File: src/rtl/stepper_position_tracker.sv
// Multi-axis step-pulse position tracker.
// Counts synchronised step edges per axis into signed position registers. Each axis has
// load-over-step priority, wrap or saturate overflow handling, registered soft-limit flags
// and sticky error flags. A snapshot request captures a coherent copy of all axes.
module stepper_position_tracker #(
   parameter int unsigned N_AXES      = 5,
   parameter int unsigned POS_W       = 32,
   parameter int unsigned SYNC_STAGES = 2,
   parameter bit          SATURATE    = 1'b0
) (
   input  logic                      clk,
   input  logic                      reset,
   input  logic [N_AXES-1:0]         stepper_enable,
   input  logic [N_AXES-1:0]         stepper_step,
   input  logic [N_AXES-1:0]         stepper_direction,
   input  logic [N_AXES-1:0]         set_new_coordinates,
   input  logic [N_AXES*POS_W-1:0]   new_pos,
   input  logic [N_AXES*POS_W-1:0]   lim_min,
   input  logic [N_AXES*POS_W-1:0]   lim_max,
   input  logic                      clear_flags,
   input  logic                      snap_req,
   output logic [N_AXES*POS_W-1:0]   pos,
   output logic [N_AXES-1:0]         at_min,
   output logic [N_AXES-1:0]         at_max,
   output logic [N_AXES-1:0]         step_lost,
   output logic [N_AXES-1:0]         overflow,
   output logic                      snap_valid,
   output logic [N_AXES*POS_W-1:0]   snap_pos
);

   localparam int unsigned IN_W = 3 * N_AXES;
   localparam logic [POS_W-1:0] POS_MAX = {1'b0, {(POS_W-1){1'b1}}};
   localparam logic [POS_W-1:0] POS_MIN = {1'b1, {(POS_W-1){1'b0}}};
   localparam logic [POS_W-1:0] POS_ONE = {{(POS_W-1){1'b0}}, 1'b1};

   logic [IN_W-1:0]         raw_in;
   logic [IN_W-1:0]         synced;
   logic [N_AXES-1:0]       s_step, s_direction, s_enable;
   logic [N_AXES-1:0]       step_prev_q;
   logic [N_AXES-1:0]       step_edge;
   logic [N_AXES*POS_W-1:0] pos_d, pos_q;
   logic [N_AXES-1:0]       step_lost_d, step_lost_q;
   logic [N_AXES-1:0]       overflow_d, overflow_q;
   logic [N_AXES-1:0]       at_min_q, at_max_q;
   logic                    snap_valid_q;
   logic [N_AXES*POS_W-1:0] snap_pos_q;

   assign raw_in = {stepper_enable, stepper_direction, stepper_step};

   // Step, direction and enable share one chain so they stay aligned stage for stage
   generate
      if (SYNC_STAGES == 0) begin : g_nosync
         assign synced = raw_in;
      end else begin : g_sync
         logic [SYNC_STAGES-1:0][IN_W-1:0] sync_q;
         // Shift raw inputs through the synchroniser flops
         always_ff @(posedge clk or posedge reset) begin
            if (reset) begin
               sync_q <= '0;
            end else begin
               sync_q[0] <= raw_in;
               for (int unsigned k = 1; k < SYNC_STAGES; k++) begin
                  sync_q[k] <= sync_q[k-1];
               end
            end
         end
         assign synced = sync_q[SYNC_STAGES-1];
      end
   endgenerate

   assign s_step      = synced[N_AXES-1:0];
   assign s_direction = synced[2*N_AXES-1:N_AXES];
   assign s_enable    = synced[3*N_AXES-1:2*N_AXES];
   assign step_edge   = s_step & ~step_prev_q;

   // Next position and sticky flags; a load beats a step, a set beats a clear
   always_comb begin
      pos_d       = pos_q;
      step_lost_d = step_lost_q & ~{N_AXES{clear_flags}};
      overflow_d  = overflow_q & ~{N_AXES{clear_flags}};
      for (int unsigned i = 0; i < N_AXES; i++) begin
         if (set_new_coordinates[i]) begin
            pos_d[i*POS_W +: POS_W] = new_pos[i*POS_W +: POS_W];
            if (step_edge[i]) begin
               step_lost_d[i] = 1'b1;
            end
         end else if (step_edge[i] && !s_enable[i]) begin
            if (!s_direction[i]) begin
               if (pos_q[i*POS_W +: POS_W] == POS_MAX) begin
                  overflow_d[i]           = 1'b1;
                  pos_d[i*POS_W +: POS_W] = SATURATE ? POS_MAX : POS_MIN;
               end else begin
                  pos_d[i*POS_W +: POS_W] = pos_q[i*POS_W +: POS_W] + POS_ONE;
               end
            end else begin
               if (pos_q[i*POS_W +: POS_W] == POS_MIN) begin
                  overflow_d[i]           = 1'b1;
                  pos_d[i*POS_W +: POS_W] = SATURATE ? POS_MIN : POS_MAX;
               end else begin
                  pos_d[i*POS_W +: POS_W] = pos_q[i*POS_W +: POS_W] - POS_ONE;
               end
            end
         end
      end
   end

   // Position, flag, edge-detect and snapshot state
   always_ff @(posedge clk or posedge reset) begin
      if (reset) begin
         pos_q        <= '0;
         step_lost_q  <= '0;
         overflow_q   <= '0;
         step_prev_q  <= '0;
         snap_valid_q <= 1'b0;
         snap_pos_q   <= '0;
      end else begin
         pos_q        <= pos_d;
         step_lost_q  <= step_lost_d;
         overflow_q   <= overflow_d;
         step_prev_q  <= s_step;
         snap_valid_q <= snap_req;
         // Capture the post-update value so the copy matches pos after this edge
         if (snap_req) begin
            snap_pos_q <= pos_d;
         end
      end
   end

   // Limit flags compare the registered position, so they lag pos by one clock
   always_ff @(posedge clk or posedge reset) begin
      if (reset) begin
         at_min_q <= '0;
         at_max_q <= '0;
      end else begin
         for (int unsigned i = 0; i < N_AXES; i++) begin
            at_min_q[i] <= $signed(pos_q[i*POS_W +: POS_W]) <= $signed(lim_min[i*POS_W +: POS_W]);
            at_max_q[i] <= $signed(pos_q[i*POS_W +: POS_W]) >= $signed(lim_max[i*POS_W +: POS_W]);
         end
      end
   end

   assign pos        = pos_q;
   assign at_min     = at_min_q;
   assign at_max     = at_max_q;
   assign step_lost  = step_lost_q;
   assign overflow   = overflow_q;
   assign snap_valid = snap_valid_q;
   assign snap_pos   = snap_pos_q;

endmodule

File: config.mk
export PLATFORM = sky130hd
export DESIGN_NAME = stepper_position_tracker
export DESIGN_NICKNAME = d
export VERILOG_FILES = /design/src/rtl/stepper_position_tracker.sv
export SDC_FILE = /design/constraint.sdc
export NUM_CORES = 2
export LEC_CHECK = 0
export CELL_PAD_IN_SITES_DETAIL_PLACEMENT = 0
export CELL_PAD_IN_SITES_GLOBAL_PLACEMENT = 1
export CORE_AREA = 2 2 333 335
export CTS_CLUSTER_SIZE = 20
export DETAILED_ROUTE_END_ITERATION = 12
export DIE_AREA = 0 0 335 337
export DONT_BUFFER_PORTS = 1
export HOLD_SLACK_MARGIN = 0.1
export PLACE_DENSITY = 0.62
export SYNTH_ARGS = -nofsm -noshare
export SYNTH_HDL_FRONTEND = slang
export SYNTH_SLANG_ARGS = --single-unit
File: constraint.sdc
create_clock -name clk -period 13.8 [get_ports clk]
set_clock_uncertainty 0.15 [all_clocks]
set_input_delay 2.76 -clock clk [delete_from_list [all_inputs] [get_ports clk]]
set_output_delay 2.76 -clock clk [all_outputs]
set_load 0.1 [all_outputs]
==> metrics.txt <==
Max Fclk=204.3 MHz; via count=32,590; Starting Density=29.81%; pin count of the biggest net entering global routing=160; syn_area_per_cell=8.113 um^2; Die Wd=335 um; # DRC=0; setup_tns=0 ps; # rows=122; Final GP Congestion=0.9250; Iter 0 DRT Violations=2,448; die area=0.1129 mm^2; Critical Path Fanout Max=20; Distinct cells, synth=88; Post-CTS Hold Fix Bufs=0; wire per inst=26.03 um; Top FF cell, synth=dfrtp_1; Final Hold Fails=0; post-route met1 wirelength=59,860 um; sequential area share after synthesis=28.80%; Slew @ Worst Pin=1170 ps; crit end category=flip-flop; EDFF count, synth=0; Die H=337 um; worst path required time=14,200 ps; met2 WL post-DR=66,020 um; Nets=4,852; DR WL met3=11,940 um; Slew HR=22.00%; Finish-stage setup viols=0; share of layout cells above drive strength 1=11.39%; CTS tree=done; CTS Buf Count=48; hold crit path type=reg -> reg; post-layout min period=4895 ps; clk root buf=clkbuf_16; Simple-Gate Fraction of Synth Area=21.92%; Peak VDD IR=0.1089 mV; Arrival @ worst endpoint=5300 ps; PwrDens=126.3 mW/mm^2; Sink Count=376; WS Path Type=reg -> reg; xor/xnor share of the synthesized area=1.501%; status=completed; clk_lat worst skew=620 ps; first-pass GRT wire length=210,000 um; Seq cells post-synth=376; initial antenna violation count=11; largest family of logic cells by synthesized area=compound AO/OA/AOI/OAI gates; type of origin of the critical path=flip-flop; post-synthesis mux area share=4.672%; dpl cell area=0.03500 mm^2; I/O Buffers=0; vias in the first global route=30,970; CTS Buffer Depth=3; DR top layer=met5; PostCTS Resize Cnt=0; Via density=5.946; unrepaired setup endpoints after global routing=no; htree depth=2; fin worst setup slack=8905 ps; post-route cell area=0.03671 mm^2; HPWL after detailed placement=108,800 um; Total GRT Usage=24.17%; Worst-path clk slew=60 ps; final worst path period share=35.47%; grt total ovfl=0; Pleak=0.01598 uW; post-synthesis compound-gate area fraction=22.73%; I/O pin total=845; Max Cap Viol=0; Routed Antenna Nets=0; Adder-Cell Fraction of Synth Area=12.83%; postcts setup bufs=0; Syn-to-layout area delta=12.36%; core area=0.1096 mm^2; DP Worst Slack=8512 ps; yosys warns=0; drt first pass iters=5; final wirelength=142,700 um; Final Max Slew Viols=0; Synth Net Count=4,866; Post-Syn Area=0.03267 mm^2; ys async rst share=100.0%; Mapped Cells=4,027
-- final timing paths --
path | start | to | slack, ps | cells after the start
max reg2reg | pos[115] | snap_pos[125] | 8910 | 7
min | g_sync.sync_q[8] | synced[8] | 200 | 0
min in group asynchronous | reset | snap_pos[85] | 1970 | 1
max | pos[115] | snap_pos[125] | 8910 | 7
min reg2reg | g_sync.sync_q[8] | synced[8] | 200 | 0
max in group asynchronous | reset | synced[9] | 9240 | 3
-- synthesized netlist by cell type (all sizes together), types with 28 or more instances --
library cell / number / area [um^2]
nor4: 106 / 719.4
clkbuf: 237 / 890.9
nand4: 136 / 857.1
nor2: 262 / 983.4
ha: 335 / 4192
o31ai: 53 / 407.9
o211ai: 34 / 255.2
xnor2: 31 / 271.5
inv: 381 / 1430
nand3: 124 / 620.6
nor2b: 37 / 231.5
nor3: 126 / 645.6
or4: 45 / 345.3
and4: 29 / 254.0
o21ai: 245 / 1226
a211oi: 36 / 270.3
a21oi: 223 / 1116
o21a: 33 / 247.7
a21o: 93 / 698.2
or3: 41 / 256.5
nand2: 304 / 1144
mux2: 124 / 1396
dfrtp: 376 / 9409
buf: 28 / 128.9
o22ai: 35 / 219.0
and3: 42 / 262.8
a31oi: 80 / 500.5
-- logic make-up after synthesis --
family          Yosys count
simple gates           1366
mux                     137
xor+xnor                 56
compound gates         1107
buf+inv                 650
fa+ha+maj               335
flops                   376
-- placed cells by master (no fill, tap or decap), types with 13 or more instances in the layout --
cell	synthesis	routed
inv_1	380	379
dfrtp_1	376	374
ha_1	335	335
nand2_1	303	303
nor2_1	262	262
o21ai_0	239	239
a21oi_1	223	223
buf_4	1	200
nand4_1	135	135
nand3_1	124	124
mux2_2	123	123
nor3_1	123	123
nor4_1	97	97
a21o_1	93	93
a31oi_1	80	80
o31ai_1	51	50
clkbuf_16	0	49
or4_1	43	43
and3_1	42	42
or3_1	41	41
nor2b_1	37	37
a211oi_1	36	36
o22ai_1	35	35
o211ai_1	34	34
o21a_1	33	33
xnor2_1	31	31
and4_1	29	29
a221o_1	27	27
xor2_1	25	25
nand2b_1	22	22
o221ai_1	21	21
a221oi_1	20	20
a22oi_1	19	19
o41ai_1	16	16
a211o_1	16	16
and2_1	14	14
mux2i_1	13	13
-- worst max-delay path, stage by stage (launching register included) --
cell	delay [ps]
dfrtp_1	780
or4_1	750
nand4b_1	450
or3_1	800
o21ai_1	930
nor4_1	140
o41ai_1	570
mux2_2	250
-- per-stage QoR --
step | utilization (%) | total power (uW) | std cells | hold slack [ps]
3_3_place_gp | 31.93 | 3263 | 5389 | 182.3
6_report | 33.49 | 4636 | 5482 | 196.0
2_1_floorplan | - | 2880 | 4027 | 181.2
3_5_place_dp | 31.93 | 3269 | 5389 | 184.7
4_1_cts | 33.48 | 4671 | 5475 | 197.2
5_1_grt | 33.49 | 4844 | 5480 | 204.0
-- state kept, by name, summed over array words and instances, names as in the netlist --
| name | flops |
|---|---|
| step_prev_q | 5 |
| snap_valid | 1 |
| g_sync.sync_q | 15 |
| step_lost | 5 |
| at_min | 5 |
| synced | 15 |
| overflow | 5 |
| snap_pos | 160 |
| pos | 160 |
| at_max | 5 |
-- per-layer routing --
metal	global-route usage, %	vias to the layer above
met3	5.918	218
met5	0	-
li1	-	14950
met2	39.04	1383
met1	31.35	16040
met4	8.482	6
-- cell type report --
cell class | instances | area [um^2]
fill | 11700 | 72890
multi-input combinational | 3001 | 20830
sequential | 376 | 9412
tap | 1426 | 1784
timing repair buffer | 201 | 1521
inverter | 385 | 1453
clock buffer | 65 | 1366
clock inverter | 21 | 329.1
antenna | 7 | 17.52
-- report_power, final --
| group | internal, uW | switching (uW) |
|---|---|---|
| sequential | 1210 | 693 |
| combinational | 394 | 961 |
| clock | 842 | 534 |
Note: power is estimated with default switching activity, not from simulation.
